--- src/rtl/reuleaux_pkg.sv ---
// Shared types and constants for the Reuleaux triangle drawer.
package reuleaux_pkg;

  localparam int SCR_W = 160;
  localparam int SCR_H = 120;

  // Signed coordinate width; wide enough for off-screen vertices and arc points.
  localparam int CW = 12;

  // sqrt(3)/6 and sqrt(3)/3 in Q0.16.
  localparam logic [15:0] SQRT3_6_Q16 = 16'd18919;
  localparam logic [15:0] SQRT3_3_Q16 = 16'd37837;

  typedef enum logic [2:0] {
    S0 = 3'b000,  // LOAD
    S1 = 3'b001,  // INIT
    S2 = 3'b010,  // CLEAR
    S3 = 3'b011,  // RIGHT
    S4 = 3'b100,  // LEFT
    S5 = 3'b101,  // TOP
    S6 = 3'b110   // DONE
  } pstate_e;

  typedef enum logic [1:0] {
    ARC_RIGHT = 2'd0,
    ARC_LEFT  = 2'd1,
    ARC_TOP   = 2'd2
  } arc_mode_e;

  // round(d * k / 65536) for an 8-bit d and Q0.16 constant k.
  function automatic logic [7:0] scale_round(input logic [7:0] d, input logic [15:0] k);
    logic [23:0] p;
    p = 24'(d) * 24'(k) + 24'd32768;
    return 8'(p >> 16);
  endfunction

endpackage

--- src/rtl/reuleaux_draw_arc.sv ---
// Midpoint circle engine producing one octant candidate per cycle,
// filtered to one arc of the Reuleaux triangle and clipped to the screen.
module circle_arc
  import reuleaux_pkg::*;
(
  input  logic                 clk,
  input  logic                 rst_n,
  input  logic                 en_i,
  input  logic                 init_i,
  input  logic signed [CW-1:0] ctr_x_i,
  input  logic signed [CW-1:0] ctr_y_i,
  input  logic        [7:0]    radius_i,
  input  arc_mode_e            mode_i,
  input  logic signed [CW-1:0] ref_x_i,
  input  logic signed [CW-1:0] ref_y_i,
  output logic        [7:0]    pix_x_o,
  output logic        [6:0]    pix_y_o,
  output logic                 plot_o,
  output logic                 done_o
);

  localparam logic signed [CW-1:0] ZERO = '0;
  localparam logic signed [CW-1:0] ONE  = CW'(1);
  localparam logic signed [CW-1:0] XLIM = CW'(SCR_W);
  localparam logic signed [CW-1:0] YLIM = CW'(SCR_H);

  logic signed [CW-1:0] ox_q, ox_d, oy_q, oy_d, crit_q, crit_d;
  logic        [2:0]    oct_q, oct_d;
  logic                 done_q, done_d;

  logic signed [CW-1:0] dx, dy, px, py, r_ext;
  logic                 keep, onscr;

  // Candidate pixel for the current octant, then arc filter and clip.
  always_comb begin
    case (oct_q)
      3'd0:    begin dx =  ox_q; dy =  oy_q; end
      3'd1:    begin dx =  oy_q; dy =  ox_q; end
      3'd2:    begin dx = -ox_q; dy =  oy_q; end
      3'd3:    begin dx = -oy_q; dy =  ox_q; end
      3'd4:    begin dx = -ox_q; dy = -oy_q; end
      3'd5:    begin dx = -oy_q; dy = -ox_q; end
      3'd6:    begin dx =  ox_q; dy = -oy_q; end
      default: begin dx =  oy_q; dy = -ox_q; end
    endcase
    px = ctr_x_i + dx;
    py = ctr_y_i + dy;
    case (mode_i)
      ARC_RIGHT: keep = (px >= ref_x_i) && (py <= ref_y_i);
      ARC_LEFT:  keep = (px <= ref_x_i) && (py <= ref_y_i);
      default:   keep = (py >= ref_y_i);
    endcase
    onscr = (px >= ZERO) && (px < XLIM) && (py >= ZERO) && (py < YLIM);
  end

  assign r_ext = $signed({{(CW-8){1'b0}}, radius_i});

  // Octant sequencing and midpoint error update after the eighth point.
  always_comb begin
    ox_d   = ox_q;
    oy_d   = oy_q;
    crit_d = crit_q;
    oct_d  = oct_q;
    done_d = done_q;
    if (init_i) begin
      ox_d   = r_ext;
      oy_d   = ZERO;
      crit_d = ONE - r_ext;
      oct_d  = 3'd0;
      done_d = 1'b0;
    end else if (en_i && !done_q) begin
      if (oct_q == 3'd7) begin
        oct_d = 3'd0;
        oy_d  = oy_q + ONE;
        if (crit_q <= ZERO) begin
          crit_d = crit_q + (oy_d <<< 1) + ONE;
        end else begin
          ox_d   = ox_q - ONE;
          crit_d = crit_q + ((oy_d - ox_d) <<< 1) + ONE;
        end
        if (oy_d > ox_d) done_d = 1'b1;
      end else begin
        oct_d = oct_q + 3'd1;
      end
    end
  end

  // Circle walker state.
  always_ff @(posedge clk or negedge rst_n) begin
    if (!rst_n) begin
      ox_q   <= '0;
      oy_q   <= '0;
      crit_q <= '0;
      oct_q  <= '0;
      done_q <= 1'b0;
    end else begin
      ox_q   <= ox_d;
      oy_q   <= oy_d;
      crit_q <= crit_d;
      oct_q  <= oct_d;
      done_q <= done_d;
    end
  end

  assign pix_x_o = px[7:0];
  assign pix_y_o = py[6:0];
  assign plot_o  = en_i && !done_q && keep && onscr;
  assign done_o  = done_q;

endmodule

--- src/rtl/reuleaux_draw_fillscreen.sv ---
// Screen clear engine: walks every pixel once, column by column.
module fillscreen
  import reuleaux_pkg::*;
(
  input  logic       clk,
  input  logic       rst_n,
  input  logic       en_i,
  output logic [7:0] x_o,
  output logic [6:0] y_o,
  output logic       plot_o,
  output logic       done
);

  logic [7:0] x_q, x_d;
  logic [6:0] y_q, y_d;
  logic       done_q, done_d;

  // Advance the raster position; disabling the engine rewinds it.
  always_comb begin
    x_d    = x_q;
    y_d    = y_q;
    done_d = done_q;
    if (!en_i) begin
      x_d    = '0;
      y_d    = '0;
      done_d = 1'b0;
    end else if (!done_q) begin
      if (y_q == 7'(SCR_H - 1)) begin
        y_d = '0;
        if (x_q == 8'(SCR_W - 1)) begin
          x_d    = '0;
          done_d = 1'b1;
        end else begin
          x_d = x_q + 8'd1;
        end
      end else begin
        y_d = y_q + 7'd1;
      end
    end
  end

  // Raster position and completion flag.
  always_ff @(posedge clk or negedge rst_n) begin
    if (!rst_n) begin
      x_q    <= '0;
      y_q    <= '0;
      done_q <= 1'b0;
    end else begin
      x_q    <= x_d;
      y_q    <= y_d;
      done_q <= done_d;
    end
  end

  assign x_o    = x_q;
  assign y_o    = y_q;
  assign plot_o = en_i && !done_q;
  assign done   = done_q;

endmodule

--- src/rtl/reuleaux_draw.sv ---
// Reuleaux triangle drawer: clears the screen, then draws the right,
// left and top arcs through the VGA pixel-plot interface.
module reuleaux_draw
  import reuleaux_pkg::*;
(
  input  logic       clk,
  input  logic       rst_n,
  input  logic [2:0] colour,
  input  logic [7:0] centre_x,
  input  logic [6:0] centre_y,
  input  logic [7:0] diameter,
  input  logic       start,
  output logic       done,
  output logic [7:0] vga_x,
  output logic [6:0] vga_y,
  output logic [2:0] vga_colour,
  output logic       vga_plot
);

  pstate_e pstate;

  logic [2:0] colour_q;
  logic [7:0] cx_q, d_q;
  logic [6:0] cy_q;
  logic signed [CW-1:0] cxs_q, rx_q, lx_q, base_q, ty_q;
  logic signed [CW-1:0] cx_w, cy_w, half_w, h6_w, h3_w;

  logic       finished_clear, finished_right, finished_left, finished_top;
  logic [7:0] fill_x;
  logic [6:0] fill_y;
  logic       fill_plot;

  logic                 arc_en, arc_init, arc_done, arc_plot;
  logic signed [CW-1:0] arc_cx, arc_cy;
  arc_mode_e            arc_mode;
  logic [7:0]           arc_x;
  logic [6:0]           arc_y;

  assign cx_w   = $signed({{(CW-8){1'b0}}, cx_q});
  assign cy_w   = $signed({{(CW-7){1'b0}}, cy_q});
  assign half_w = $signed({{(CW-7){1'b0}}, d_q[7:1]});
  assign h6_w   = $signed({{(CW-8){1'b0}}, scale_round(d_q, SQRT3_6_Q16)});
  assign h3_w   = $signed({{(CW-8){1'b0}}, scale_round(d_q, SQRT3_3_Q16)});

  // Capture drawing parameters on start, then derive the vertices once.
  always_ff @(posedge clk) begin
    if (pstate == S0 && start) begin
      colour_q <= colour;
      cx_q     <= centre_x;
      cy_q     <= centre_y;
      d_q      <= diameter;
    end
    if (pstate == S1) begin
      cxs_q  <= cx_w;
      rx_q   <= cx_w + half_w;
      lx_q   <= cx_w - half_w;
      base_q <= cy_w + h6_w;
      ty_q   <= cy_w - h3_w;
    end
  end

  fillscreen clear (
    .clk    (clk),
    .rst_n  (rst_n),
    .en_i   (pstate == S2),
    .x_o    (fill_x),
    .y_o    (fill_y),
    .plot_o (fill_plot),
    .done   (finished_clear)
  );

  // Each arc is centred on the opposite vertex; the engine reloads on every
  // state change so one instance serves all three arcs.
  always_comb begin
    arc_cx   = lx_q;
    arc_cy   = base_q;
    arc_mode = ARC_RIGHT;
    case (pstate)
      S4: begin
        arc_cx   = rx_q;
        arc_mode = ARC_LEFT;
      end
      S5: begin
        arc_cx   = cxs_q;
        arc_cy   = ty_q;
        arc_mode = ARC_TOP;
      end
      default: ;
    endcase
  end

  assign arc_en   = (pstate == S3) || (pstate == S4) || (pstate == S5);
  assign arc_init = !arc_en || arc_done;

  circle_arc arc (
    .clk      (clk),
    .rst_n    (rst_n),
    .en_i     (arc_en),
    .init_i   (arc_init),
    .ctr_x_i  (arc_cx),
    .ctr_y_i  (arc_cy),
    .radius_i (d_q),
    .mode_i   (arc_mode),
    .ref_x_i  (cxs_q),
    .ref_y_i  (base_q),
    .pix_x_o  (arc_x),
    .pix_y_o  (arc_y),
    .plot_o   (arc_plot),
    .done_o   (arc_done)
  );

  assign finished_right = (pstate == S3) && arc_done;
  assign finished_left  = (pstate == S4) && arc_done;
  assign finished_top   = (pstate == S5) && arc_done;
  assign done           = (pstate == S6);

  // Sequencer with registered VGA outputs.
  always_ff @(posedge clk or negedge rst_n) begin
    if (!rst_n) begin
      pstate     <= S0;
      vga_x      <= '0;
      vga_y      <= '0;
      vga_colour <= '0;
      vga_plot   <= 1'b0;
    end else begin
      vga_plot <= 1'b0;
      case (pstate)
        S0: if (start) pstate <= S1;
        S1: pstate <= S2;
        S2: begin
          vga_x      <= fill_x;
          vga_y      <= fill_y;
          vga_colour <= 3'b000;
          vga_plot   <= fill_plot;
          if (finished_clear) pstate <= S3;
        end
        S3, S4, S5: begin
          vga_x      <= arc_x;
          vga_y      <= arc_y;
          vga_colour <= colour_q;
          vga_plot   <= arc_plot;
          if (finished_right) pstate <= S4;
          if (finished_left)  pstate <= S5;
          if (finished_top)   pstate <= S6;
        end
        S6: if (!start) pstate <= S0;
        default: pstate <= S0;
      endcase
    end
  end

endmodule

--- config.mk ---
export PLATFORM = sky130hd
export DESIGN_NAME = reuleaux_draw
export DESIGN_NICKNAME = d
export VERILOG_FILES = /design/src/rtl/reuleaux_pkg.sv /design/src/rtl/reuleaux_draw_arc.sv /design/src/rtl/reuleaux_draw_fillscreen.sv /design/src/rtl/reuleaux_draw.sv
export SDC_FILE = /design/constraint.sdc
export NUM_CORES = 1
export LEC_CHECK = 0
export ABC_CLOCK_PERIOD_IN_PS = 5600
export BUFFER_PORTS_ARGS = -buffer_cell sky130_fd_sc_hd__buf_2
export CORE_MARGIN = 2
export CORE_UTILIZATION = 40
export CTS_CLUSTER_SIZE = 16
export DETAILED_ROUTE_END_ITERATION = 10
export GPL_TIMING_DRIVEN = 0
export SYNTH_ARGS = -nofsm -noshare
export SYNTH_HDL_FRONTEND = slang
export SYNTH_SLANG_ARGS = --single-unit
--- constraint.sdc ---
create_clock -name clk -period 5.6 [get_ports clk]
set_clock_uncertainty 0.1 [all_clocks]
set_input_delay 1.68 -clock clk [delete_from_list [all_inputs] [get_ports clk]]
set_output_delay 1.68 -clock clk [all_outputs]
set_load 0.005 [all_outputs]
* Yosys cells after proc, flatten, opt, wreduce, memory -nomap -nowiden
Cells that the tools add are included.
** Word-level totals
- Bits of input ports :: 29
- Register bits after elaboration :: 160
- Output and inout bits :: 20
- Word-level logic and storage cells :: 163
** Operators by class
- Muxes and demuxes :: 49
- Reduce and logical (&&, ||, !) cells :: 37
- Equality and inequality tests :: 22
- Multipliers :: 2
- Add/subtract/negate cells :: 21
- $lt $le $gt $ge :: 10
** Operators by type and width (number)
- two-way mux 12 bit :: 15
- case mux 12 bit (3 select lines) :: 2
- adder 12 bit :: 4
- adder 12 x 2 -> 12 bit, second input constant :: 3
- two-way mux 8 bit :: 4
- two-way mux 3 bit :: 9
- adder 23 x 16 -> 24 bit, second input constant :: 1
- adder 24 x 16 -> 24 bit, second input constant :: 1
- greater-or-equal comparator 12 x 1 -> 1 bit, second input constant :: 2
- multiplier 8 x 16 -> 24 bit, second input constant :: 1
- negator 12 bit :: 2
- case mux 12 bit (2 select lines) :: 1
- multiplier 8 x 15 -> 23 bit, second input constant :: 1
- == test 3 bit, second input constant :: 7
- two-way mux 7 bit :: 3
- case mux 8 bit (2 select lines) :: 1
- case mux 3 bit (5 select lines) :: 1
- case mux 7 bit (2 select lines) :: 1
- logical AND 1 bit :: 13
- == test 3 x 2 -> 1 bit, second input constant :: 4
- greater-or-equal comparator 12 bit :: 1
- greater-or-equal comparator 12 x 9 -> 1 bit :: 1
- > comparator 12 bit :: 1
- <= comparator 12 x 1 -> 1 bit, second input constant :: 1
- 34 further kinds :: 61

* Logic depth before layout (Yosys ltp)
Gate-level depths: netlist of the first run.
- Depth in word-level cells :: 11
- Mapped depth :: 24
- Depth with buffers taken out :: 24

* By module
From an unflattened synthesis of the first run, not the netlist that was laid out.
** Second synthesis, totals
- Cells, all modules :: 1712
- Area, all modules :: 15334.7 um^2
** Modules (own cells, without submodules)
- reuleaux_draw :: area each 7348.3 um^2, seq. area each 2592.5 um^2, instances 1, cells each 663
- circle_arc :: area each 7124.3 um^2, seq. area each 1001.0 um^2, instances 1, cells each 963
- fillscreen :: area each 862.1 um^2, seq. area each 400.4 um^2, instances 1, cells each 86

* Worst setup path before layout of the first run
Ideal clock, no wire load.
- Kind :: register to register
- Start point :: reg d_q[5]
- End point :: reg base_q[7], data pin
- Cell stages (with the launch flop) :: 23
- Period minus slack after synthesis :: 6.169 ns
- Slack :: -0.569 ns
- Required time :: 5.243 ns
- Setup time :: 0.257 ns
- Path buffers :: 0
- Arrival time :: 5.812 ns
- Cell sequence :: edfxtp_1 -> fa_1 -> inv_1 -> fa_1 -> fa_1 -> inv_1 -> fa_1 -> ha_1 -> a21o_1 -> a211o_1 -> or4_1 -> o22ai_1 -> nor2_1 -> nor2_1 -> xnor2_1 -> ha_1 -> a21o_1 -> a21oi_1 -> o21bai_1 -> a21oi_1 -> nor2b_1 -> o21ai_0 -> nand2b_1
** On the way
- Cells in the longest elaborated chain, start to end :: 3
** Ends and longest elaborated chain
- start, declared :: line reuleaux_draw.sv:23 : logic [7:0] cx_q, d_q;
- start signal, assigned :: line reuleaux_draw.sv:51 : d_q <= diameter;
- multiplier 8 x 15 -> 23 bit :: line reuleaux_pkg.sv:33 : p = 24'(d) * 24'(k) + 24'd32768;
- adder 23 x 16 -> 24 bit :: line reuleaux_pkg.sv:33
- adder 7 x 8 -> 9 bit :: line reuleaux_draw.sv:57 : base_q <= cy_w + h6_w;
- end signal, assigned :: line reuleaux_draw.sv:57
- end, declared :: line reuleaux_draw.sv:25 : logic signed [CW-1:0] cxs_q, rx_q, lx_q, base_q, ty_q;
Every way passes these cells.
A chain may end at the register's enable or synchronous reset.

* Worst setup path in the final report of the first run
- Start point :: reg d_q[7]
- End point :: reg base_q[7], data pin
Same word-level chain as after synthesis.

==> results of run 1 <==
[kinds of logic after synthesis]
logic type / synth area share, %
mux: 2.87
buf+inv: 5.44
flops: 26.9
compound gates: 16.0
simple gates: 14.9
fa+ha+maj: 25.3
xor+xnor: 8.63
[Yosys cell counts (all sizes together) (6+ instances only)]
| cell | count |
|---|---|
| edfxtp | 68 |
| and3 | 18 |
| o21bai | 13 |
| dfrtp | 78 |
| or2 | 8 |
| inv | 140 |
| or3 | 19 |
| xnor2 | 79 |
| nor4 | 6 |
| nand2 | 128 |
| nand3b | 8 |
| nand2b | 16 |
| nor2b | 22 |
| o21a | 10 |
| a211oi | 8 |
| nor2 | 123 |
| ha | 219 |
| a21boi | 6 |
| nor3 | 45 |
| a21oi | 99 |
| o211ai | 26 |
| clkbuf | 56 |
| o21ai | 132 |
| xor2 | 64 |
| buf | 14 |
| mux2i | 37 |
| a31oi | 15 |
| nand3 | 28 |
| nor3b | 7 |
| a21o | 29 |
| nand4 | 14 |
| fa | 51 |
[worst max-delay path, cell delays in order, from the launching register on]
cell      delay (ns)
edfxtp_1        0.44
fa_1            0.60
inv_2           0.05
fa_1            0.45
fa_1            0.54
inv_2           0.05
fa_1            0.54
ha_4            0.21
a21o_1          0.16
a211o_1         0.27
or4_4           0.50
o22ai_4         0.27
nor2_2          0.08
nor2_2          0.16
xnor2_2         0.15
ha_1            0.26
a21o_1          0.17
a21oi_2         0.14
o21bai_1        0.10
a21oi_2         0.15
nor2b_1         0.06
o21ai_1         0.11
nand2b_1        0.09
[metal layers]
metal / track usage [%] / routed length [um] / part of all wire [%]
met1: 27.4 / 17900 / 46
met2: 35.9 / 18900 / 48
met3: 3.35 / 1610 / 4.1
met4: 6.57 / 914 / 2.3
met5: 0 / 0 / 0
[power groups by stage]
stage	Combinational (uW)	Sequential (uW)	Clock, uW
2_1_floorplan	4040	1530	0
3_3_place_gp	5220	1580	0
3_5_place_dp	5370	1580	0
4_1_cts	5740	1540	1180
5_1_grt	6650	1560	1210
6_report	5900	1540	1160
[flip-flops by register name, indices dropped and copies added, names as in the netlist]
signal      count
arc.crit_q     12
arc.ox_q       12
arc.oy_q       12
lx_q            9
ty_q            9
base_q          8
clear.x_o       8
cx_q            8
cxs_q           8
d_q             8
rx_q            8
vga_x           8
clear.y_o       7
cy_q            7
vga_y           7
arc.oct_q       3
colour_q        3
pstate          3
vga_colour      3
arc.done_o      1
clear.done      1
vga_plot        1
[area by class of cell]
cell class	count	area, um2	share of cell area [%]
multi-input combinational	1300	10300	60.7
tap	468	586	3.45
clock buffer	17	425	2.50
clock inverter	15	156	0.921
sequential	146	4000	23.5
buffer	66	282	1.66
inverter	140	537	3.16
timing repair buffer	100	684	4.03
[what timing repair did]
| action | in CTS | in global routing |
|---|---|---|
| hold endpoints to repair | 0 | 0 |
| setup endpoints to repair | 16 | 14 |
| pin swaps | 36 | 21 |
| resized for setup | 31 | 42 |
| setup buffers | 34 | 16 |
| hold buffers | 0 | 0 |
[worst paths after layout]
check | startpoint | to | slack, ns | cells after the start
setup / recovery | d_q[7]$_DFFE_PP_ | base_q[7]$_DFFE_PP_ | -0.31 | 22
hold / removal | colour_q[2]$_DFFE_PP_ | vga_colour[2]$_DFFE_PN0P_ | 0.37 | 1
setup reg to reg | d_q[7]$_DFFE_PP_ | base_q[7]$_DFFE_PP_ | -0.31 | 22
max in group asynchronous | rst_n | arc.oy_q[0]$_DFFE_PN0P_ | 3.76 | 2
min in group asynchronous | rst_n | vga_colour[2]$_DFFE_PN0P_ | 0.99 | 1
hold reg to reg | colour_q[2]$_DFFE_PP_ | vga_colour[2]$_DFFE_PN0P_ | 0.37 | 1
[per-stage QoR]
step	area [um2]	hold WS (ns)
after floorplan	14900	0.342
after global placement	15700	0.355
after detailed placement	15800	0.358
after CTS	16800	0.375
after global routing	17000	0.390
final	17000	0.372
==> tab_implementation.tex, run 1 <==
\begin{tabular}{lr}
\hline
Metric & Value \\
\hline
\multicolumn{2}{l}{\textbf{Outcome}} \\
\quad Status & finished with violations \\
\quad Violated checks & negative setup slack \\
\multicolumn{2}{l}{\textbf{STA}} \\
\quad Worst Setup Slack, final & -0.313 ns \\
\quad Number of setup violations in the final report & 9 \\
\quad Maximum operating frequency & 169 MHz \\
\quad Final slew viol count & 0 \\
\quad Number of hold violations in the final report & 0 \\
\quad Slew at the pin closest to its max-slew limit & a little over 1 ns \\
\quad Post-Route Setup TNS & -1.65 ns \\
\quad Slew Limit Headroom & around 31\% \\
\quad Post-layout min period & between 5 and 6 ns \\
\quad Share of the cycle needed by the critical path after routing & 106\% \\
\quad Setup repair after global routing missed its margin & true \\
\multicolumn{2}{l}{\textbf{Synth}} \\
\quad Share of the synthesized area in the top cell type & between 15 and 20\% \\
\quad Leading post-synthesis cells by cell area & ha\_1 18\%, edfxtp\_1 14\%, dfrtp\_1 13\% \\
\quad Share of synthesized registers carrying an async set or reset & 53.4\% \\
\quad Number of distinct library cells after synthesis & 73 \\
\quad Warnings, synthesis & 0 \\
\quad Number of enable flip-flop cells after synthesis & around 70 \\
\quad Sequential-to-total area share from yosys stat & a little over a quarter \\
\quad Synthesized area divided by synthesized cell count & $\sim$9.0 um2 \\
\quad Most common flop cell mapped by yosys & dfrtp\_1 \\
\quad Number of instances in the synthesized netlist & between 1.5k and 2k \\
\quad Synthesized flop and latch total & roughly 150 \\
\quad Synthesized netlist net count & $\sim$2.0k \\
\quad Post-synthesis instance area & roughly 15,000 um2 \\
\quad Cell taking the most area after synthesis & ha\_1 \\
\multicolumn{2}{l}{\textbf{Floorplan}} \\
\quad Full die area & $\sim$39,000 um2 \\
\quad Count of boundary I/O pins & 49 \\
\quad Core outline area & between 30,000 and 40,000 um2 \\
\quad Initial cell density of the core & about 41\% \\
\quad Row Count & 70 \\
\quad Chip Width & $\sim$200 um \\
\quad Floorplan die height & 197 um \\
\multicolumn{2}{l}{\textbf{Power and ir drop}} \\
\quad Maximum VDD drop & just over 0.0003 V \\
\quad Sequential power share & between 10\% and 20\% \\
\quad Clock Power Share & between 10\% and 20\% \\
\quad Proportion of power drawn by combinational gates & just under 70\% \\
\quad Power dissipated by switching net loads & 4080 uW \\
\quad Switching share of power & a little under half \\
\quad Total chip power & around 8600 uW \\
\quad Standby leakage power & around 0.0077 uW \\
\quad Pwr Density & 506 nW/um2 \\
\quad Internal & roughly 4500 uW \\
\multicolumn{2}{l}{\textbf{Clock tree}} \\
\quad Clock tree from TritonCTS & yes \\
\quad H-tree Lvls & 4 \\
\quad Clk Tree Root Cell & clkbuf\_16 \\
\quad Clock-pin slew of the registers on the worst-case setup and hold paths & 0.07 ns \\
\quad Clock latency of the later-clocked register in the worst-skew pair & between 0.4 and 0.5 ns \\
\quad Clk buf depth & 2 \\
\quad Number of buffers created by CTS & 17 \\
\quad Clk sinks & 146 \\
\multicolumn{2}{l}{\textbf{Cells and area}} \\
\quad Most frequent cells in the layout & 214 x ha\_1, 133 x inv\_1, 127 x nand2\_1 \\
\quad Number of nets in the final layout & approximately 2.1k \\
\quad Share of cells above drive strength 1 & 12.8\% \\
\quad Synth-to-layout area growth & 14.2\% \\
\quad Number of standard cells in the final layout excluding fillers & about 2.3k \\
\quad Diodes inserted & 0 \\
\quad Leading cell type in the layout, fill and taps excluded & ha\_1 \\
\quad Filler cell count in the final layout & 3,498 \\
\quad Final core utilization & roughly 46\% \\
\multicolumn{2}{l}{\textbf{Global route}} \\
\quad Number of global-route vias before repair & 12.2k \\
\quad All-layer global routing usage & 21.0\% \\
\quad Wire length of the first global-routing pass & about 64 mm \\
\quad Pin count of the biggest net entering global routing & 65 \\
\quad Initial antenna violation count & 0 \\
\quad Overflow left after global routing & 0 \\
\multicolumn{2}{l}{\textbf{Setup path}} \\
\quad Worst Setup Path Type & reg2reg \\
\quad Endpoint arrival time on the critical path & between 6 and 7 ns \\
\quad Type of destination of the critical path & flop \\
\quad Worst-path maximum fanout & 3 \\
\quad Required arrival time at the worst endpoint & $\sim$5.7 ns \\
\quad Setup crit start kind & flop \\
\multicolumn{2}{l}{\textbf{Run}} \\
\quad Max-capacitance violation count & 0 \\
\multicolumn{2}{l}{\textbf{Route}} \\
\quad Post-detailed-route via-to-cell ratio & between 5 and 6 \\
\quad Wire length per cell after detailed routing & 17.5 um \\
\quad DRT iter0 DRCs & 861 \\
\quad Total Wirelength & just under 40 mm \\
\quad Antenna Nets Post-Route & 0 \\
\quad Count of vias placed by the detailed router & roughly 12k \\
\quad Drt first pass iters & 5 \\
\quad DRC viols & 0 \\
\multicolumn{2}{l}{\textbf{Placement}} \\
\quad Instance count after placement with tap cells included & 2,178 \\
\quad Count of input and output buffers & 48 \\
\quad Placed wire-length estimate after detailed placement & roughly 30 mm \\
\quad Minimum setup slack after placement & -0.984 ns \\
\quad Gpl congestion & 0.882 \\
\multicolumn{2}{l}{\textbf{Hold path}} \\
\quad Hold crit path type & reg2reg \\
\hline
\end{tabular}
(Power assumes the default switching activity.)
==> inputs of run 2 (changes only) <==
--- a/config.mk
+++ b/config.mk
@@ -5,13 +5,15 @@
 export SDC_FILE = /design/constraint.sdc
 export NUM_CORES = 1
 export LEC_CHECK = 0
-export ABC_CLOCK_PERIOD_IN_PS = 5600
+export ABC_CLOCK_PERIOD_IN_PS = 6230
 export BUFFER_PORTS_ARGS = -buffer_cell sky130_fd_sc_hd__buf_2
 export CORE_MARGIN = 2
 export CORE_UTILIZATION = 40
+export CTS_BUF_LIST = sky130_fd_sc_hd__clkbuf_8
 export CTS_CLUSTER_SIZE = 16
 export DETAILED_ROUTE_END_ITERATION = 10
 export GPL_TIMING_DRIVEN = 0
+export SKIP_LAST_GASP = 1
 export SYNTH_ARGS = -nofsm -noshare
 export SYNTH_HDL_FRONTEND = slang
 export SYNTH_SLANG_ARGS = --single-unit
==> constraint.sdc (replaced) <==
create_clock -name clk -period 6.23 [get_ports clk]
set_clock_uncertainty 0.1 [all_clocks]
set_input_delay 1.869 -clock clk [delete_from_list [all_inputs] [get_ports clk]]
set_output_delay 1.869 -clock clk [all_outputs]
set_load 0.005 [all_outputs]
==> run 2 against run 1 <==
  * The run now ends clean
  * Cell count fell by 0.67%
  * Global-route usage decreased by 0.46 points
  * Critical path depth fell by 1
  * Via count decreased by 0.58%
  * Power down 15%
  * Sequential power decreased by 10%
  * Highest routed layer unchanged
  * Largest power group unchanged
  * Sequential share of layout area grew 0.54 points
  * Core utilization is 1.1 points lower
  * Flip-flop and latch count is the same
==> tab_implementation.tex, run 2 (same netlist as run 1, synthesis figures left out) <==
\begin{tabular}{lr}
\hline
Metric & Value \\
\hline
\multicolumn{2}{l}{\textbf{Global route}} \\
\quad Peak-usage layer in the global routing report & met2 (unchanged) \\
\quad Overflow left after global routing & 0 (unchanged) \\
\quad Wire length of the first global-routing pass & 62.9 mm (was 63.9 mm) \\
\quad Met1 track demand over resource in global routing & 27.7\% (was 27.4\%) \\
\quad Number of global-route vias before repair & 11.8k (was 12.2k) \\
\quad Initial antenna violation count & 0 (unchanged) \\
\quad All-layer global routing usage & 20.6\% (was 21.0\%) \\
\quad Pin count of the biggest net entering global routing & 62 (was 65) \\
\quad Met2 global-route usage & 35.4\% (was 35.9\%) \\
\quad Global routing usage on met3 & 2.50\% (was 3.35\%) \\
\multicolumn{2}{l}{\textbf{Setup path}} \\
\quad Worst-path maximum fanout & 3 (unchanged) \\
\quad Required arrival time at the worst endpoint & 6.36 ns (was 5.70 ns) \\
\quad Crit path largest cell delay & 0.59 ns (was 0.60 ns) \\
\quad Depth of the worst register-to-register path & 21 (was 22) \\
\quad Setup crit start kind & flop (unchanged) \\
\quad Endpoint arrival time on the critical path & 6.18 ns (was 6.01 ns) \\
\quad Worst path cell trace & fa\_1, inv\_2, fa\_1, fa\_1, inv\_1, fa\_1, ha\_4, a21o\_1, a211o\_1, or4\_4, o22ai\_4, o21ai\_2, or2\_2, xor2\_1, ha\_1, inv\_2, nor2\_2, nor2\_2, o21bai\_1, a21oi\_2, xnor2\_1 (was fa\_1, inv\_2, fa\_1, fa\_1, inv\_2, fa\_1, ha\_4, a21o\_1, a211o\_1, or4\_4, o22ai\_4, nor2\_2, nor2\_2, xnor2\_2, ha\_1, a21o\_1, a21oi\_2, o21bai\_1, a21oi\_2, nor2b\_1, o21ai\_1, nand2b\_1) \\
\quad Type of destination of the critical path & flop (unchanged) \\
\quad Slowest stage cell on the critical path & fa\_1 (unchanged) \\
\quad Most frequent cell on the critical path & fa\_1 (unchanged) \\
\quad Worst Setup Path Type & reg2reg (unchanged) \\
\multicolumn{2}{l}{\textbf{Placement}} \\
\quad Placed wire-length estimate after detailed placement & 30.6 mm (was 30.3 mm) \\
\quad Minimum setup slack after placement & -0.669 ns (was -0.984 ns) \\
\quad Gpl congestion & 0.884 (was 0.882) \\
\quad Count of input and output buffers & 48 (unchanged) \\
\multicolumn{2}{l}{\textbf{STA}} \\
\quad Number of setup violations in the final report & 0 (was 9) \\
\quad Number of hold violations in the final report & 0 (unchanged) \\
\quad Worst Setup Slack, final & 0.181 ns (was -0.313 ns) \\
\quad Post-layout min period & 6.05 ns (was 5.91 ns) \\
\quad Setup repair after global routing missed its margin & true (unchanged) \\
\quad Slew Limit Headroom & 31.0\% (was 30.6\%) \\
\quad Final slew viol count & 0 (unchanged) \\
\quad Worst hold margin & 0.377 ns (was 0.372 ns) \\
\quad Slew at the pin closest to its max-slew limit & 1.03 ns (was 1.04 ns) \\
\quad Maximum operating frequency & 165 MHz (was 169 MHz) \\
\quad Share of the cycle needed by the critical path after routing & 97.1\% (was 106\%) \\
\multicolumn{2}{l}{\textbf{Route}} \\
\quad Wire length per cell after detailed routing & 17.4 um (was 17.5 um) \\
\quad Antenna Nets Post-Route & 0 (unchanged) \\
\quad DRC viols & 0 (unchanged) \\
\quad DRT iter0 DRCs & 831 (was 861) \\
\quad Drt first pass iters & 5 (unchanged) \\
\quad Count of vias placed by the detailed router & 12.2k (was 12.3k) \\
\quad Total Wirelength & 38.9 mm (was 39.4 mm) \\
\quad Post-detailed-route via-to-cell ratio & 5.46 (about the same) \\
\multicolumn{2}{l}{\textbf{Clock tree}} \\
\quad Clock-pin slew of the registers on the worst-case setup and hold paths & 0.09 ns (was 0.07 ns) \\
\quad Clock latency of the later-clocked register in the worst-skew pair & 0.49 ns (was 0.46 ns) \\
\quad Clk buf depth & 2 (unchanged) \\
\quad H-tree Lvls & 4 (unchanged) \\
\quad Number of buffers created by CTS & 17 (unchanged) \\
\quad Clk Tree Root Cell & clkbuf\_8 (was clkbuf\_16) \\
\quad Hold buffers post-CTS & 0 (unchanged) \\
\quad Clock tree from TritonCTS & yes (unchanged) \\
\quad Clk sinks & 146 (unchanged) \\
\multicolumn{2}{l}{\textbf{Cells and area}} \\
\quad Leading cell type in the layout, fill and taps excluded & ha\_1 (unchanged) \\
\quad Diodes inserted & 0 (unchanged) \\
\quad Final core utilization & 45.3\% (was 46.4\%) \\
\quad Most frequent cells in the layout & 216 x ha\_1, 134 x inv\_1, 128 x nand2\_1, 128 x o21ai\_0, 118 x nor2\_1 (was 214 x ha\_1, 133 x inv\_1, 127 x nand2\_1) \\
\quad Number of nets in the final layout & 2,055 (was 2,070) \\
\quad Synth-to-layout area growth & 11.6\% (was 14.2\%) \\
\quad Filler cell count in the final layout & 3,540 (was 3,498) \\
\quad Registers with the most flip-flops & arc.crit\_q (12), arc.ox\_q (12), arc.oy\_q (12) (unchanged) \\
\quad Share of cells above drive strength 1 & 10.3\% (was 12.8\%) \\
\multicolumn{2}{l}{\textbf{Floorplan}} \\
\quad Full die area & 38,700 um2 (unchanged) \\
\quad Core outline area & 36,600 um2 (unchanged) \\
\quad Initial cell density of the core & 40.6\% (unchanged) \\
\quad Row Count & 70 (unchanged) \\
\quad Chip Width & 197 um (unchanged) \\
\quad Count of boundary I/O pins & 49 (unchanged) \\
\quad Floorplan die height & 197 um (unchanged) \\
\multicolumn{2}{l}{\textbf{Run}} \\
\quad Max-capacitance violation count & 0 (unchanged) \\
\multicolumn{2}{l}{\textbf{Hold path}} \\
\quad Cells on Worst Hold Path & 1 (unchanged) \\
\quad Hold crit path type & reg2reg (unchanged) \\
\multicolumn{2}{l}{\textbf{Power and ir drop}} \\
\quad Pwr Density & 440 nW/um2 (was 506 nW/um2) \\
\quad Maximum VDD drop & 0.000299 V (was 0.000302 V) \\
\quad Standby leakage power & 0.00753 uW (was 0.00773 uW) \\
\multicolumn{2}{l}{\textbf{Outcome}} \\
\quad Status & complete, no violations (was finished with violations) \\
\hline
\end{tabular}
run 2: cell types whose count changed in the layout (fill, tap and decap cells not counted), sizes merged:
cell and change:
clkinv -1, clkbuf +2, clkinvlp -1, buf -17, bufinv +3, inv -1
run 2: what timing repair did:
item                                   4_1_cts  5_1_grt
endpoints found under the hold margin        0        0
gates resized for setup                     10       28
cloned                                       0        0
setup buffers                               13       15
pin swaps                                    4       21
setup endpoints to repair                   10        9
run 2: final timing paths:
kind                       slack [ns]                   from                        end
max reg2reg                      0.18       d_q[6]$_DFFE_PP_        base_q[6]$_DFFE_PP_
min in group asynchronous        1.15                  rst_n   clear.y_o[4]$_DFFE_PN0P_
max                              0.18       d_q[6]$_DFFE_PP_        base_q[6]$_DFFE_PP_
min                              0.38  colour_q[2]$_DFFE_PP_  vga_colour[2]$_DFFE_PN0P_
max in group asynchronous        4.26                  rst_n    arc.ox_q[4]$_DFFE_PN0P_
min reg2reg                      0.38  colour_q[2]$_DFFE_PP_  vga_colour[2]$_DFFE_PN0P_
run 2: report_power, final:
part	internal (uW)	switching, uW	leakage (uW)
combinational	2120	2920	0.00569
clock	417	459	0.000223
sequential	1250	135	0.00162
total	3780	3520	0.00753
run 2: routing by layer:
layer / vias up / wire, um
met1: 5883 / 17900
met3: 26 / 1500
met4: 0 / 527
li1: 6046 / -
met2: 259 / 19000
met5: - / 0
run 2: area by class of cell:
| type | count | area (um2) | share of cell area (%) |
|---|---|---|---|
| clock buffer | 17 | 234 | 1.41 |
| clock inverter | 15 | 211 | 1.27 |
| buffer | 69 | 280 | 1.69 |
| multi-input combinational | 1300 | 10200 | 61.6 |
| tap | 468 | 586 | 3.53 |
| sequential | 146 | 3990 | 24.1 |
| inverter | 140 | 537 | 3.24 |
| timing repair buffer | 82 | 537 | 3.24 |
run 2: stage by stage:
stage                     instances  instance area (um2)  setup TNS [ns]  power (uW)
after floorplan                1656                14900               0        4970
after global placement         2172                15700          -19.12        6070
after detailed placement       2178                15800           -3.57        6200
after CTS                      2223                16400         -0.0712        7180
after global routing           2237                16600          -0.112        8040
final                          2237                16600               0        7300
run 2: worst max-delay path, delay by kind of cell, from the launching register on:
family / cells / cell delay, ns
buffers and inverters: 3 / 0.18
adder cells (fa/ha/maj): 6 / 2.68
XOR/XNOR: 2 / 0.31
AO/OA/AOI/OAI: 6 / 1.10
flip-flops: 1 / 0.44
AND/OR/NAND/NOR: 4 / 0.98
==> inputs of run 3 (changes only) <==
--- a/config.mk
+++ b/config.mk
@@ -6,13 +6,14 @@
 export NUM_CORES = 1
 export LEC_CHECK = 0
 export ABC_CLOCK_PERIOD_IN_PS = 6230
-export BUFFER_PORTS_ARGS = -buffer_cell sky130_fd_sc_hd__buf_2
 export CORE_MARGIN = 2
 export CORE_UTILIZATION = 40
 export CTS_BUF_LIST = sky130_fd_sc_hd__clkbuf_8
 export CTS_CLUSTER_SIZE = 16
 export DETAILED_ROUTE_END_ITERATION = 10
+export DONT_BUFFER_PORTS = 1
 export GPL_TIMING_DRIVEN = 0
+export HOLD_SLACK_MARGIN = 0.02
 export SKIP_LAST_GASP = 1
 export SYNTH_ARGS = -nofsm -noshare
 export SYNTH_HDL_FRONTEND = slang
==> run 3 against run 2 <==
  * Worst setup slack lost 0.039 ns
  * Non-clock buffer count is 50 lower
  * Clock power fell by 17%
  * Critical path type unchanged
  * Critical endpoint is now base_q[7]$_DFFE_PP_
  * Largest power group unchanged
==> tab_implementation.tex, run 3 (same netlist as run 1, synthesis figures left out) <==
\begin{tabular}{lr}
\hline
Metric & Value \\
\hline
\multicolumn{2}{l}{\textbf{Setup path}} \\
\quad Register-to-Register Setup Slack & 0.14 ns (was 0.18 ns) \\
\quad Reg2Reg Launch Point & d\_q[5]\$\_DFFE\_PP\_ (was d\_q[6]\$\_DFFE\_PP\_) \\
\quad Worst-path maximum fanout & 4 (was 3) \\
\quad Worst Setup Path Type & reg2reg (unchanged) \\
\quad Endpoint of the worst-slack reg-to-reg timing path & base\_q[7]\$\_DFFE\_PP\_ (was base\_q[6]\$\_DFFE\_PP\_) \\
\quad Setup crit start kind & flop (unchanged) \\
\quad Type of destination of the critical path & flop (unchanged) \\
\quad Required arrival time at the worst endpoint & 6.38 ns (was 6.36 ns) \\
\quad Endpoint arrival time on the critical path & 6.24 ns (was 6.18 ns) \\
\quad Depth of the worst register-to-register path & 22 (was 21) \\
\multicolumn{2}{l}{\textbf{Power and ir drop}} \\
\quad Maximum VDD drop & 0.000266 V (was 0.000299 V) \\
\quad Switching share of power & 49.0\% (was 48.2\%) \\
\quad Internal & 3630 uW (was 3780 uW) \\
\quad Standby leakage power & 0.00725 uW (was 0.00753 uW) \\
\quad Pwr Density & 439 nW/um2 (was 440 nW/um2) \\
\quad Sequential power share & 19.7\% (was 18.9\%) \\
\quad Proportion of power drawn by combinational gates & 70.1\% (was 69.1\%) \\
\quad Total chip power & 7120 uW (was 7300 uW) \\
\quad Clock Power Share & 10.2\% (was 12.0\%) \\
\quad Power dissipated by switching net loads & 3490 uW (was 3520 uW) \\
\multicolumn{2}{l}{\textbf{Placement}} \\
\quad Placed wire-length estimate after detailed placement & 30.4 mm (was 30.6 mm) \\
\quad Count of input and output buffers & 0 (was 48) \\
\quad Gpl congestion & 0.880 (was 0.884) \\
\quad Minimum setup slack after placement & -0.722 ns (was -0.669 ns) \\
\multicolumn{2}{l}{\textbf{Cells and area}} \\
\quad Leading cell type in the layout, fill and taps excluded & ha\_1 (unchanged) \\
\quad Synth-to-layout area growth & 9.11\% (was 11.6\%) \\
\quad Most frequent cells in the layout & 215 x ha\_1, 137 x inv\_1, 128 x nand2\_1, 128 x o21ai\_0, 119 x nor2\_1 (was 216 x ha\_1, 134 x inv\_1, 128 x nand2\_1, 128 x o21ai\_0, 118 x nor2\_1) \\
\quad Registers with the most flip-flops & arc.crit\_q (12), arc.ox\_q (12), arc.oy\_q (12) (unchanged) \\
\quad Share of cells above drive strength 1 & 7.62\% (was 10.3\%) \\
\quad Diodes inserted & 0 (unchanged) \\
\quad Final core utilization & 44.3\% (was 45.3\%) \\
\quad Number of nets in the final layout & 2,005 (was 2,055) \\
\multicolumn{2}{l}{\textbf{Global route}} \\
\quad Global routing usage on met3 & 3.05\% (was 2.50\%) \\
\quad All-layer global routing usage & 20.4\% (was 20.6\%) \\
\quad Peak-usage layer in the global routing report & met2 (unchanged) \\
\quad Met1 track demand over resource in global routing & 27.1\% (was 27.7\%) \\
\quad Pin count of the biggest net entering global routing & 79 (was 62) \\
\quad Wire length of the first global-routing pass & 61.5 mm (was 62.9 mm) \\
\quad Number of global-route vias before repair & 11.6k (was 11.8k) \\
\quad Overflow left after global routing & 0 (unchanged) \\
\quad Initial antenna violation count & 0 (unchanged) \\
\quad Met2 global-route usage & 34.4\% (was 35.4\%) \\
\multicolumn{2}{l}{\textbf{Floorplan}} \\
\quad Row Count & 70 (unchanged) \\
\quad Full die area & 38,700 um2 (unchanged) \\
\quad Initial cell density of the core & 40.6\% (unchanged) \\
\quad Chip Width & 197 um (unchanged) \\
\quad Count of boundary I/O pins & 49 (unchanged) \\
\quad Core outline area & 36,600 um2 (unchanged) \\
\quad Floorplan die height & 197 um (unchanged) \\
\multicolumn{2}{l}{\textbf{Run}} \\
\quad Max-capacitance violation count & 0 (unchanged) \\
\multicolumn{2}{l}{\textbf{STA}} \\
\quad Share of the cycle needed by the critical path after routing & 97.7\% (was 97.1\%) \\
\quad Post-Route Setup TNS & 0 ns (unchanged) \\
\quad Setup repair after global routing missed its margin & true (unchanged) \\
\quad Slew at the pin closest to its max-slew limit & 1.02 ns (was 1.03 ns) \\
\quad Worst Setup Slack, final & 0.142 ns (was 0.181 ns) \\
\quad Post-layout min period & 6.09 ns (was 6.05 ns) \\
\quad Maximum operating frequency & 164 MHz (was 165 MHz) \\
\quad Number of hold violations in the final report & 0 (unchanged) \\
\quad Final slew viol count & 0 (unchanged) \\
\quad Number of setup violations in the final report & 0 (unchanged) \\
\quad Slew Limit Headroom & 31.5\% (was 31.0\%) \\
\multicolumn{2}{l}{\textbf{Route}} \\
\quad DRC viols & 0 (unchanged) \\
\quad Antenna Nets Post-Route & 0 (unchanged) \\
\quad Wire length per cell after detailed routing & 17.7 um (was 17.4 um) \\
\quad Post-detailed-route via-to-cell ratio & 5.44 (was 5.46) \\
\quad Drt first pass iters & 5 (unchanged) \\
\quad Total Wirelength & 38.8 mm (was 38.9 mm) \\
\quad Count of vias placed by the detailed router & 11.9k (was 12.2k) \\
\quad DRT iter0 DRCs & 709 (was 831) \\
\multicolumn{2}{l}{\textbf{Outcome}} \\
\quad Status & complete, no violations (unchanged) \\
\multicolumn{2}{l}{\textbf{Hold path}} \\
\quad Hold crit path type & reg2reg (unchanged) \\
\quad Worst Min Path Start & colour\_q[1]\$\_DFFE\_PP\_ (was colour\_q[2]\$\_DFFE\_PP\_) \\
\quad Cells on Worst Hold Path & 1 (unchanged) \\
\quad Worst min-delay path endpoint & vga\_colour[1]\$\_DFFE\_PN0P\_ (was vga\_colour[2]\$\_DFFE\_PN0P\_) \\
\multicolumn{2}{l}{\textbf{Clock tree}} \\
\quad Clock-pin slew of the registers on the worst-case setup and hold paths & 0.10 ns (was 0.09 ns) \\
\quad Clock tree from TritonCTS & yes (unchanged) \\
\quad H-tree Lvls & 4 (unchanged) \\
\quad Clock latency of the later-clocked register in the worst-skew pair & 0.50 ns (was 0.49 ns) \\
\quad Hold buffers post-CTS & 0 (unchanged) \\
\quad Clk Tree Root Cell & clkbuf\_8 (unchanged) \\
\quad Clk buf depth & 2 (unchanged) \\
\quad Clk sinks & 146 (unchanged) \\
\quad Number of buffers created by CTS & 17 (unchanged) \\
\hline
\end{tabular}
## run 3: power by group through the flow
stage	clock network, uW	logic [uW]	registers, uW
after floorplan	0	3600	1370
after global placement	0	4560	1440
after detailed placement	0	4700	1440
after CTS	748	4840	1400
after global routing	780	5600	1420
final	728	4990	1400
## run 3: area by class of cell
cell class                 count  area [um2]
fill                        3563       20400
multi-input combinational   1300       10200
sequential                   146        3990
tap                          468         586
inverter                     140         533
buffer                        70         284
timing repair buffer          31         251
clock buffer                  17         234
clock inverter                15         128
## run 3: what timing repair did
action,4_1_cts,5_1_grt
endpoints found under the setup margin,10,7
setup buffers,15,11
gates resized for setup,12,26
pin swaps,3,21
## run 3: per-stage QoR
stage | instance area, um2 | cells | hold slack [ns]
final | 16200 | 2187 | 0.382
after global routing | 16200 | 2187 | 0.417
after CTS | 16100 | 2176 | 0.389
after detailed placement | 15500 | 2129 | 0.362
after global placement | 15500 | 2124 | 0.355
after floorplan | 14900 | 1656 | 0.342
## run 3: worst max path at each step
stage,start,end,depth (start not counted)
2_1_floorplan,d_q[5]$_DFFE_PP_,base_q[7]$_DFFE_PP_,22
4_1_cts,d_q[7]$_DFFE_PP_,base_q[7]$_DFFE_PP_,22
3_5_place_dp,d_q[5]$_DFFE_PP_,base_q[7]$_DFFE_PP_,22
3_3_place_gp,d_q[5]$_DFFE_PP_,base_q[7]$_DFFE_PP_,22
6_report,d_q[5]$_DFFE_PP_,base_q[7]$_DFFE_PP_,22
5_1_grt,d_q[5]$_DFFE_PP_,base_q[7]$_DFFE_PP_,22
## run 3: per-layer routing
metal | up-vias | part of all wire, %
met2 | 226 | 48
met5 | - | 0
li1 | 5924 | -
met3 | 43 | 3.3
met4 | 0 | 2.2
met1 | 5715 | 46
## run 3: critical path: stages (launching register included)
cell and delay, ns:
edfxtp_1 0.45, fa_1 0.60, inv_2 0.06, fa_1 0.47, fa_1 0.56, inv_1 0.06, fa_1 0.56, ha_4 0.23
a21o_1 0.18, a211o_1 0.28, or4_4 0.51, o22ai_4 0.23, nor2_2 0.07, nor2_2 0.12, xnor2_2 0.16, ha_1 0.28
a21o_1 0.19, a21oi_2 0.16, o21bai_1 0.10, a21oi_2 0.16, nor2b_1 0.06, o21ai_1 0.13, nand2b_1 0.08
